<file path="src/rtl/ctrl_pkg.sv">
// Shared definitions for the multicycle RV32I main controller: major opcodes,
// FSM state encoding, datapath select codes and the instruction-class vector.
package ctrl_pkg;

  // RV32I major opcodes (irOut[6:0])
  localparam logic [6:0] OPC_OP     = 7'b0110011;
  localparam logic [6:0] OPC_OP_IMM = 7'b0010011;
  localparam logic [6:0] OPC_AUIPC  = 7'b0010111;
  localparam logic [6:0] OPC_LUI    = 7'b0110111;
  localparam logic [6:0] OPC_BRANCH = 7'b1100011;
  localparam logic [6:0] OPC_JAL    = 7'b1101111;
  localparam logic [6:0] OPC_JALR   = 7'b1100111;
  localparam logic [6:0] OPC_LOAD   = 7'b0000011;
  localparam logic [6:0] OPC_STORE  = 7'b0100011;
  localparam logic [6:0] OPC_SYSTEM = 7'b1110011;

  // Controller states, 3-bit encoding
  typedef enum logic [2:0] {
    S_FETCH  = 3'd0,
    S_DECODE = 3'd1,
    S_EXEC   = 3'd2,
    S_MEM    = 3'd3,
    S_WB     = 3'd4,
    S_HALT   = 3'd5
  } state_e;

  // Next-PC source select
  typedef enum logic [1:0] {
    PC_PLUS4  = 2'b00,
    PC_BRANCH = 2'b01,
    PC_JAL    = 2'b10,
    PC_JALR   = 2'b11
  } pc_sel_e;

  // Register-file write-back source select
  typedef enum logic [1:0] {
    M2R_ALU  = 2'b00,
    M2R_RAM  = 2'b01,
    M2R_LINK = 2'b10,
    M2R_IMM  = 2'b11
  } mem_to_reg_e;

  // One-hot instruction class; exactly one bit is set for any opcode
  typedef struct packed {
    logic alu;    // OP (register-register)
    logic imm;    // OP-IMM
    logic lui;
    logic auipc;
    logic br;
    logic jal;
    logic jalr;
    logic ld;
    logic st;
    logic sys;    // ECALL / EBREAK
    logic bad;    // anything unsupported
  } insn_class_t;

endpackage

</file>
<file path="src/rtl/control_unit_if.sv">
// Controller <-> datapath signal bundle. The master side is the controller,
// the slave side is the datapath (and whoever supplies run).
interface control_unit_if #(
  parameter int DWIDTH = 32,
  parameter int CNT_W  = 32
);
  logic              run;
  logic [DWIDTH-1:0] irOut;
  logic              comparatorOut;
  logic              irEn;
  logic              pcEn;
  logic [1:0]        pcSelect;
  logic              regWrite;
  logic              aluSrc;
  logic              ramRdEn;
  logic              ramWrEn;
  logic              isByte;
  logic              isHalf;
  logic              isWord;
  logic [1:0]        memToReg;
  logic              illegal;
  logic              halted;
  logic [CNT_W-1:0]  instret;

  modport master (
    input  run, irOut, comparatorOut,
    output irEn, pcEn, pcSelect, regWrite, aluSrc, ramRdEn, ramWrEn,
           isByte, isHalf, isWord, memToReg, illegal, halted, instret
  );

  modport slave (
    output run, irOut, comparatorOut,
    input  irEn, pcEn, pcSelect, regWrite, aluSrc, ramRdEn, ramWrEn,
           isByte, isHalf, isWord, memToReg, illegal, halted, instret
  );
endinterface

</file>
<file path="src/rtl/insn_class.sv">
// Combinational opcode classifier: maps irOut[6:0] onto a one-hot class vector.
module insn_class
  import ctrl_pkg::*;
(
  input  logic [6:0]  opcode,
  output insn_class_t cls
);

  // Decode the major opcode; unknown encodings fall into the 'bad' class
  always_comb begin
    // NOTE: every combinational output gets a default before the case so no path leaves it unassigned (no latch).
    cls = '0;
    case (opcode)
      OPC_OP:     cls.alu   = 1'b1;
      OPC_OP_IMM: cls.imm   = 1'b1;
      OPC_LUI:    cls.lui   = 1'b1;
      OPC_AUIPC:  cls.auipc = 1'b1;
      OPC_BRANCH: cls.br    = 1'b1;
      OPC_JAL:    cls.jal   = 1'b1;
      OPC_JALR:   cls.jalr  = 1'b1;
      OPC_LOAD:   cls.ld    = 1'b1;
      OPC_STORE:  cls.st    = 1'b1;
      OPC_SYSTEM: cls.sys   = 1'b1;
      default:    cls.bad   = 1'b1;
    endcase
  end

endmodule

</file>
<file path="src/rtl/control_unit.sv">
// Multicycle RV32I main controller. Walks each instruction through
// FETCH/DECODE/EXEC[/MEM[/WB]], drives every datapath enable/select from the
// current state and IR, halts on SYSTEM, and counts retired instructions.
// Only the state and the retire counter are registered; while reset is low
// every output is forced to 0 so no write strobe survives into reset.
module control_unit
  import ctrl_pkg::*;
#(
  parameter int DWIDTH = 32,
  parameter int CNT_W  = 32
)(
  input  logic           clk,
  input  logic           reset,   // asynchronous, active-low
  control_unit_if.master bus
);

  state_e           state_q, state_d;
  logic [CNT_W-1:0] instret_q, instret_d;
  insn_class_t      cls;
  logic [1:0]       size_sel;

  // Raw (ungated) control decisions from the FSM
  logic        ir_en, pc_en, reg_write, alu_src, ram_rd, ram_wr, size_en;
  logic        illegal, halted;
  pc_sel_e     pc_select;
  mem_to_reg_e mem_to_reg;

  // Instruction fields not needed by the controller itself; the branch
  // outcome is applied by the datapath's PC mux, not by the FSM.
  logic unused_bits;
  assign unused_bits = ^{bus.irOut[DWIDTH-1:14], bus.irOut[11:7], bus.comparatorOut};

  assign size_sel = bus.irOut[13:12];

  insn_class u_insn_class (
    .opcode (bus.irOut[6:0]),
    .cls    (cls)
  );

  // State register and retired-instruction counter
  always_ff @(posedge clk or negedge reset) begin
    if (!reset) begin
      state_q   <= S_FETCH;
      instret_q <= '0;
    end else begin
      // NOTE: registered state uses non-blocking assignment so all flops update from pre-edge values.
      state_q   <= state_d;
      instret_q <= instret_d;
    end
  end

  // Next-state and per-state datapath controls
  always_comb begin
    state_d    = state_q;
    ir_en      = 1'b0;
    pc_en      = 1'b0;
    pc_select  = PC_PLUS4;
    reg_write  = 1'b0;
    alu_src    = 1'b0;
    ram_rd     = 1'b0;
    ram_wr     = 1'b0;
    size_en    = 1'b0;
    mem_to_reg = M2R_ALU;
    illegal    = 1'b0;
    halted     = 1'b0;

    case (state_q)
      S_FETCH: begin
        ir_en = bus.run;
        if (bus.run) state_d = S_DECODE;
      end

      // Register file and immediate generator settle; no strobes
      S_DECODE: state_d = S_EXEC;

      S_EXEC: begin
        state_d = S_FETCH;
        if (cls.alu || cls.imm || cls.auipc) begin
          reg_write = 1'b1;
          alu_src   = !cls.alu;
          pc_en     = 1'b1;
        end else if (cls.lui) begin
          reg_write  = 1'b1;
          mem_to_reg = M2R_IMM;
          pc_en      = 1'b1;
        end else if (cls.br) begin
          pc_en     = 1'b1;
          pc_select = PC_BRANCH;
        end else if (cls.jal || cls.jalr) begin
          reg_write  = 1'b1;
          mem_to_reg = M2R_LINK;
          pc_en      = 1'b1;
          pc_select  = cls.jalr ? PC_JALR : PC_JAL;
          alu_src    = cls.jalr;
        end else if (cls.ld || cls.st) begin
          alu_src = 1'b1;
          size_en = 1'b1;
          state_d = S_MEM;
        end else if (cls.sys) begin
          state_d = S_HALT;
        end else begin
          illegal = 1'b1;
          pc_en   = 1'b1;
        end
      end

      // Address stays on the ALU; size lines held for the RAM access
      S_MEM: begin
        alu_src = 1'b1;
        size_en = 1'b1;
        if (cls.ld) begin
          ram_rd  = 1'b1;
          state_d = S_WB;
        end else begin
          ram_wr  = 1'b1;
          pc_en   = 1'b1;
          state_d = S_FETCH;
        end
      end

      // Load data written back; read and size held so the RAM output stays valid
      S_WB: begin
        alu_src    = 1'b1;
        size_en    = 1'b1;
        ram_rd     = 1'b1;
        reg_write  = 1'b1;
        mem_to_reg = M2R_RAM;
        pc_en      = 1'b1;
        state_d    = S_FETCH;
      end

      S_HALT: halted = 1'b1;

      default: state_d = S_FETCH;
    endcase
  end

  // Retire on every final cycle that advances the PC, except an illegal op
  always_comb begin
    instret_d = instret_q;
    if (pc_en && !illegal) instret_d = instret_q + CNT_W'(1);
  end

  // Outputs forced low for as long as reset is held
  assign bus.irEn     = reset & ir_en;
  assign bus.pcEn     = reset & pc_en;
  assign bus.pcSelect = reset ? pc_select : PC_PLUS4;
  assign bus.regWrite = reset & reg_write;
  assign bus.aluSrc   = reset & alu_src;
  assign bus.ramRdEn  = reset & ram_rd;
  assign bus.ramWrEn  = reset & ram_wr;
  assign bus.isByte   = reset & size_en & (size_sel == 2'b00);
  assign bus.isHalf   = reset & size_en & (size_sel == 2'b01);
  assign bus.isWord   = reset & size_en & (size_sel == 2'b10);
  assign bus.memToReg = reset ? mem_to_reg : M2R_ALU;
  assign bus.illegal  = reset & illegal;
  assign bus.halted   = reset & halted;
  assign bus.instret  = instret_q;

endmodule

</file>
<file path="src/flat_wrapper.sv">
// flat-port wrapper written by rule: the top's interface ports become plain ports
module control_unit_flat import ctrl_pkg::*;
#(
  parameter int DWIDTH = 32,
  parameter int CNT_W  = 32
)
  (clk, reset, bus_run, bus_irOut, bus_comparatorOut, bus_irEn, bus_pcEn, bus_pcSelect, bus_regWrite, bus_aluSrc, bus_ramRdEn, bus_ramWrEn, bus_isByte, bus_isHalf, bus_isWord, bus_memToReg, bus_illegal, bus_halted, bus_instret);
  control_unit_if #(.DWIDTH(DWIDTH), .CNT_W(CNT_W)) bus_i ();
  input  logic clk;
  input  logic reset;
  input wire logic [$bits(bus_i.run)-1:0] bus_run;
  input wire logic [$bits(bus_i.irOut)-1:0] bus_irOut;
  input wire logic [$bits(bus_i.comparatorOut)-1:0] bus_comparatorOut;
  output wire logic [$bits(bus_i.irEn)-1:0] bus_irEn;
  output wire logic [$bits(bus_i.pcEn)-1:0] bus_pcEn;
  output wire logic [$bits(bus_i.pcSelect)-1:0] bus_pcSelect;
  output wire logic [$bits(bus_i.regWrite)-1:0] bus_regWrite;
  output wire logic [$bits(bus_i.aluSrc)-1:0] bus_aluSrc;
  output wire logic [$bits(bus_i.ramRdEn)-1:0] bus_ramRdEn;
  output wire logic [$bits(bus_i.ramWrEn)-1:0] bus_ramWrEn;
  output wire logic [$bits(bus_i.isByte)-1:0] bus_isByte;
  output wire logic [$bits(bus_i.isHalf)-1:0] bus_isHalf;
  output wire logic [$bits(bus_i.isWord)-1:0] bus_isWord;
  output wire logic [$bits(bus_i.memToReg)-1:0] bus_memToReg;
  output wire logic [$bits(bus_i.illegal)-1:0] bus_illegal;
  output wire logic [$bits(bus_i.halted)-1:0] bus_halted;
  output wire logic [$bits(bus_i.instret)-1:0] bus_instret;
  assign bus_i.run = bus_run;
  assign bus_i.irOut = bus_irOut;
  assign bus_i.comparatorOut = bus_comparatorOut;
  assign bus_irEn = bus_i.irEn;
  assign bus_pcEn = bus_i.pcEn;
  assign bus_pcSelect = bus_i.pcSelect;
  assign bus_regWrite = bus_i.regWrite;
  assign bus_aluSrc = bus_i.aluSrc;
  assign bus_ramRdEn = bus_i.ramRdEn;
  assign bus_ramWrEn = bus_i.ramWrEn;
  assign bus_isByte = bus_i.isByte;
  assign bus_isHalf = bus_i.isHalf;
  assign bus_isWord = bus_i.isWord;
  assign bus_memToReg = bus_i.memToReg;
  assign bus_illegal = bus_i.illegal;
  assign bus_halted = bus_i.halted;
  assign bus_instret = bus_i.instret;
  control_unit #(.DWIDTH(DWIDTH), .CNT_W(CNT_W)) u_core (.clk(clk), .reset(reset), .bus(bus_i));
endmodule
</file>
<file path="config.mk">
export PLATFORM = sky130hd
export DESIGN_NAME = control_unit_flat
export DESIGN_NICKNAME = d
export VERILOG_FILES = /design/src/rtl/ctrl_pkg.sv /design/src/rtl/control_unit_if.sv /design/src/rtl/insn_class.sv /design/src/rtl/control_unit.sv /design/src/flat_wrapper.sv
export SDC_FILE = /design/constraint.sdc
export NUM_CORES = 1
export LEC_CHECK = 0
export ABC_AREA = 1
export CORE_MARGIN = 5
export CORE_UTILIZATION = 50
export DETAILED_ROUTE_END_ITERATION = 8
export GPL_TIMING_DRIVEN = 0
export PLACE_DENSITY = 0.88
export SLEW_MARGIN = 30
export SYNTH_ARGS = -nofsm -noshare
export SYNTH_HDL_FRONTEND = slang
export SYNTH_SLANG_ARGS = --single-unit
</file>
<file path="constraint.sdc">
create_clock -name clk -period 3.1 [get_ports clk]
set_clock_uncertainty 0.15 [all_clocks]
set_input_delay 0.775 -clock clk [delete_from_list [all_inputs] [get_ports clk]]
set_output_delay 0.775 -clock clk [all_outputs]
set_load 0.02 [all_outputs]
</file>
# Yosys cells after proc, flatten, opt, wreduce, memory -nomap -nowiden
# Cells that the tools add are included.
dict set report word_totals {
  register_bits 35
  input_bits 36
  output_inout_bits 47
  wordCells 111
}
dict set report op_classes {
  add_sub_neg 1
  n_eq_ne 18
  mux 66
  n_bitwise 13
  n_reduce_logical 11
}
# cell n
set op_table {}
lappend op_table {{two-way mux 1 bit} 40}
lappend op_table {{adder 32 x 1 -> 32 bit, second input constant} 1}
lappend op_table {{== test 7 bit, second input constant} 4}
lappend op_table {{two-way mux 3 bit} 8}
lappend op_table {{two-way mux 2 bit} 11}
lappend op_table {{== test 7 x 6 -> 1 bit, second input constant} 3}
lappend op_table {{one-hot mux 3 bit (5 select lines)} 1}
lappend op_table {{== test 7 x 5 -> 1 bit, second input constant} 2}
lappend op_table {{bitwise AND 1 bit} 12}
lappend op_table {{one-hot mux 1 bit (2 select lines)} 4}
lappend op_table {{== test 7 x 2 -> 1 bit, second input constant} 1}
lappend op_table {{== test 3 x 2 -> 1 bit, second input constant} 2}
lappend op_table {{== test 3 bit, second input constant} 2}
lappend op_table {{logical OR 1 bit} 4}
lappend op_table {{one-hot mux 2 bit (2 select lines)} 1}
lappend op_table {{== test 3 x 1 -> 1 bit, second input constant} 1}
lappend op_table {{logical NOT 3 bit} 1}
lappend op_table {{one-hot mux 1 bit (3 select lines)} 1}
lappend op_table {{== test 2 x 1 -> 1 bit, second input constant} 1}
lappend op_table {{== test 2 bit, second input constant} 1}
lappend op_table {{logical NOT 1 bit} 2}
lappend op_table {{logical NOT 2 bit} 1}
lappend op_table {{inequality test 2 bit, second input constant} 1}
lappend op_table {{AND reduction 2 bit} 1}
lappend op_table {{3 further kinds} 3}

# Depth between registers and ports, before layout
dict set report logic_depth {
  depth_word 11
  ltp_mapped 11
  depth_no_buf 10
}

# Cells and area by module
# Synthesis repeated with hierarchy kept, for this count alone.
dict set report hier_totals {
  hier_cells 468
  hier_area_um2 2967.8
}
# mod n_inst cells_per_inst area_each_um2 seq_area_each_um2
set modules_own_cells {}
lappend modules_own_cells {control_unit 1 426 2782.7 875.8}
lappend modules_own_cells {insn_class 1 42 185.2 0.0}

# Least setup slack after synthesis
# Ideal clock, no wire load.
dict set report synth_path {
  path_type {input to output}
  start {in bus_irOut[1]}
  end {out bus_illegal}
  t_arrival_ns 1.880
  t_required_ns 2.175
  path_slack_ns 0.295
  path_stages 7
  n_path_buf 1
  cell_sequence {nand2_1 > nor2_1 > and2_1 > a21oi_1 > nand2_2 > buf_2 > nor2_1}
}
dict set report synth_via {
  elab_chain_cells 10
  elab_cells_between_ends 32
  classes_between {eq/ne: 10; mux: 17; bitwise: 1; reduce/logical: 4}
}
# item line_no
set synth_lines {}
lappend synth_lines {{start: declaration} flat_wrapper.sv:12} ;# input wire logic [$bits(bus_i.irOut)-1:0] bus_irOut;
lappend synth_lines {{== test 7 bit, or another cell as far along} insn_class.sv:13} ;# case (opcode)
lappend synth_lines {{two-way mux 1 bit} insn_class.sv:13}
lappend synth_lines {{two-way mux 1 bit / logical OR 1 bit (equally long branches)} {control_unit.sv:99, control_unit.sv:95}}
lappend synth_lines {{two-way mux 1 bit} control_unit.sv:95} ;# end else if (cls.ld || cls.st) begin
lappend synth_lines {{two-way mux 1 bit} control_unit.sv:89} ;# end else if (cls.jal || cls.jalr) begin
lappend synth_lines {{two-way mux 1 bit} control_unit.sv:86} ;# end else if (cls.br) begin
lappend synth_lines {{two-way mux 1 bit} control_unit.sv:82} ;# end else if (cls.lui) begin
lappend synth_lines {{two-way mux 1 bit (*)} control_unit.sv:78} ;# if (cls.alu || cls.imm || cls.auipc) begin
lappend synth_lines {{two-way mux 1 bit (*)} control_unit.sv:67} ;# case (state_q)
lappend synth_lines {{bitwise AND 1 bit (*)} control_unit.sv:156} ;# assign bus.illegal = reset & illegal;
lappend synth_lines {{end: declaration} flat_wrapper.sv:25} ;# output wire logic [$bits(bus_i.illegal)-1:0] bus_illegal;
# Every way passes the cells marked *; elsewhere a longest branch is shown, timed or not.

# Final worst setup path
dict set report layout_path {
  start {in bus_irOut[0]}
  end {out bus_isByte}
}
dict set report layout_via {
  elab_chain_cells 11
  elab_cells_between_ends 30
  classes_between {eq/ne: 9; mux: 15; bitwise: 2; reduce/logical: 4}
}
# item line_no
set layout_lines {}
lappend layout_lines {{== test 7 x 2 -> 1 bit / == test 7 x 6 -> 1 bit (equally long branches)} insn_class.sv:13}
lappend layout_lines {{two-way mux 1 bit} insn_class.sv:13}
lappend layout_lines {{logical OR 1 bit} control_unit.sv:95}
lappend layout_lines {{two-way mux 1 bit} control_unit.sv:95}
lappend layout_lines {{two-way mux 1 bit} control_unit.sv:89}
lappend layout_lines {{two-way mux 1 bit} control_unit.sv:86}
lappend layout_lines {{two-way mux 1 bit} control_unit.sv:82}
lappend layout_lines {{two-way mux 1 bit (*)} control_unit.sv:78}
lappend layout_lines {{one-hot mux 1 bit (2 select lines) (*)} control_unit.sv:67}
lappend layout_lines {{bitwise AND 1 bit (*) (2 in a row)} control_unit.sv:152} ;# assign bus.isByte = reset & size_en & (size_sel == 2'b00);
lappend layout_lines {{end: declaration} flat_wrapper.sv:21} ;# output wire logic [$bits(bus_i.isByte)-1:0] bus_isByte;
# Marked as above.

==> out/results.tsv <==
metric	value	unit
Max IR drop VDD	0.000335	V
clock root cell	clkbuf_8	
setup tns final	0	ns
maxcap violations	0	
DIE WIDTH	83.2	um
Setup-failing EPs final	0	
most common cell after layout, fill and taps aside	nand2_1	
Crit-path slowest cell	clkdlybuf4s50_1	
Critical Path AT	2.15	ns
status	finished, final reports clean	
total number of vias	3060	
Remaining Overflow, GRT	0	
WP depth	8	
largest net degree at the start of global routing	25	
chip height	83.2	um
RR Startpoint	u_core.bus.instret[0]	
worst path bufs/invs	2	
# rows	26	
Synth Instances	444	
Rel. slew slack	78.3	%
final WL	7720	um
R2R Setup Slk	1.05	ns
fin crit share	99.1	%
# hold bufs at CTS	0	
CTS sink cnt	35	
Mean Syn Cell Area	6.03	sq um
CP max FO	4	
most frequent cells in the layout	nand2_1 (186), nand3_1 (61), nor2_1 (60), inv_1 (39), clkdlybuf4s50_1 (37)	
layout cells sized above 1	11.5	%
Yosys warnings	0	
vias in the first global route	2912	
critical path startpoint category	input port	
Max stage delay on crit path	0.47	ns
Total GRT Usage	22.2	%
CTS tree	built	
CTS H-tree depth	2	
reg2reg end	u_core.bus.instret[30]	
hold_ws	0.205	ns
combinational share of power	41.7	%
area grow syn2layout	31.7	%
Seq cells post-synth	35	
HPWL Detailed	5900	um
Worst R2R Path Depth	10	
post-placement setup slack	-0.751	ns
Detail Route Antenna Nets	0	
average wire per standard cell	13.2	um
net switching power	0.698	mW
vias per inst	5.24	
final worst path period need	3.07	ns
first-pass GRT wire length	13000	um
drt pass-1 iters	5	
CTS Buffer Depth	2	
maximum clock frequency	0.326	GHz
pwr dens	482	mW/mm^2
CP endpoint kind	output port	
# DRC	0	
Crit Path Class	in -> out	
sw frac	41.0	%
worst setup path start	bus_irOut[0]	
Seq pwr share	32.9	%
crit-path cells	clkdlybuf4s50_1 > nand2_2 > nor2_4 > nand2_2 > nor2_4 > o21ai_2 > nor3_2 > buf_4	
clock power share	25.4	%
clk slew on worst S/H paths	0.08	ns
Internal	1.00	mW
Fillers	485	
CP required	2.17	ns
I/O pins	83	
CTS buffer count	5	
Die ar.	0.00692	sq mm
syn_nets	481	
cell area after synthesis	0.00268	sq mm
latest clock arrival within the worst-skew pair	0.29	ns
Netlist cell types	24	
Core Footprint	0.00514	sq mm
LEAKAGE	1.63	nW
hold violation count in the final report	0	
initial core utilization	52.1	%
top cell family by delay on the critical path	simple AND/OR/NAND/NOR gates	
Setup WS post-layout	0.0282	ns
RSZ-0062 raised after global routing	yes	
DRT iter0 DRCs	246	
post-synthesis sequential area ratio	32.7	%
initial antenna violation count	0	
Tightest Pin Transition	0.325	ns
Nets	550	
n_diodes	0	
HP Class	in -> async	
RD Place Congestion	0.932	
Slew Viols, Final	0	
Port Buffers	58	
[flip-flops by register name, summed over array words and instances, names as in the netlist]
signal / count
u_core.bus.instret: 32
u_core.state_q: 3
[routing by layer]
metal	up-vias	wire, um	GRT usage (%)
met4	0	145	7.88
met5	-	0	0
met2	103	3790	39.7
met1	1417	3370	27.5
li1	1528	-	-
met3	12	406	2.48
[Yosys cell counts (all sizes together)]
library cell	instances	area, sq um
xor2	3	26.3
a21boi	1	7.51
nand3	64	325
ha	1	12.5
xnor2	8	70.1
nand2	192	731
a31oi	1	6.26
a31o	1	8.76
nor2	68	278
nor3b	1	7.51
inv	41	154
nor3	4	31.3
o21ai	9	45.0
o211ai	1	7.51
buf	9	63.8
dfrtp	35	876
and2	1	6.26
a21oi	4	20.0
[stage by stage]
step | util [%] | std cells | total power [mW] | cell area [sq um]
2_1_floorplan | - | 444 | 1.01 | 2680
3_3_place_gp | 65.1 | 572 | 1.22 | 3340
3_5_place_dp | 65.5 | 573 | 1.24 | 3370
4_1_cts | 68.1 | 582 | 1.68 | 3500
5_1_grt | 68.6 | 584 | 1.79 | 3530
6_report | 68.6 | 584 | 1.70 | 3530
[power groups by stage]
stage          sequential [mW]  combinational [mW]  clock (mW)
2_1_floorplan            0.586               0.420           0
3_3_place_gp             0.562               0.662           0
3_5_place_dp             0.565               0.680           0
4_1_cts                  0.558               0.689       0.435
5_1_grt                  0.563               0.773       0.452
6_report                 0.559               0.709       0.432
[repair_timing]
item | in CTS | in global routing
gates resized for setup | 61 | 27
endpoints found under the hold margin | 0 | 0
setup endpoints to repair | 15 | 12
setup buffers | 2 | 2
pin swaps | 5 | 2
[kinds of logic (layout without fill, tap and decap cells)]
kind of cell | count (synthesis) | count (layout) | synth area share (%)
xor+xnor | 11 | 11 | 3.60
compound gates | 17 | 17 | 3.55
buf+inv | 50 | 120 | 8.13
fa+ha+maj | 1 | 1 | 0.467
simple gates | 330 | 330 | 51.5
flops | 35 | 35 | 32.7
[how the worst max path moves through the flow]
stage	to	slack (ns)
after global placement	bus_isByte	-1.61
after detailed placement	bus_illegal	-0.75
after global routing	bus_isByte	-0.09
after CTS	bus_memToReg[0]	-0.05
after floorplan	bus_illegal	0.30
final	bus_isByte	0.03
[cell type report]
cell class	instances	area, sq um	share of cell area (%)
multi-input combinational	359	1650	46.7
clock inverter	2	35.0	0.994
timing repair buffer	63	587	16.6
buffer	8	58.8	1.67
sequential	35	876	24.8
inverter	41	154	4.36
clock buffer	6	82.6	2.34
tap	70	87.6	2.48
No activity file was read; power rests on OpenSTA's default activity.
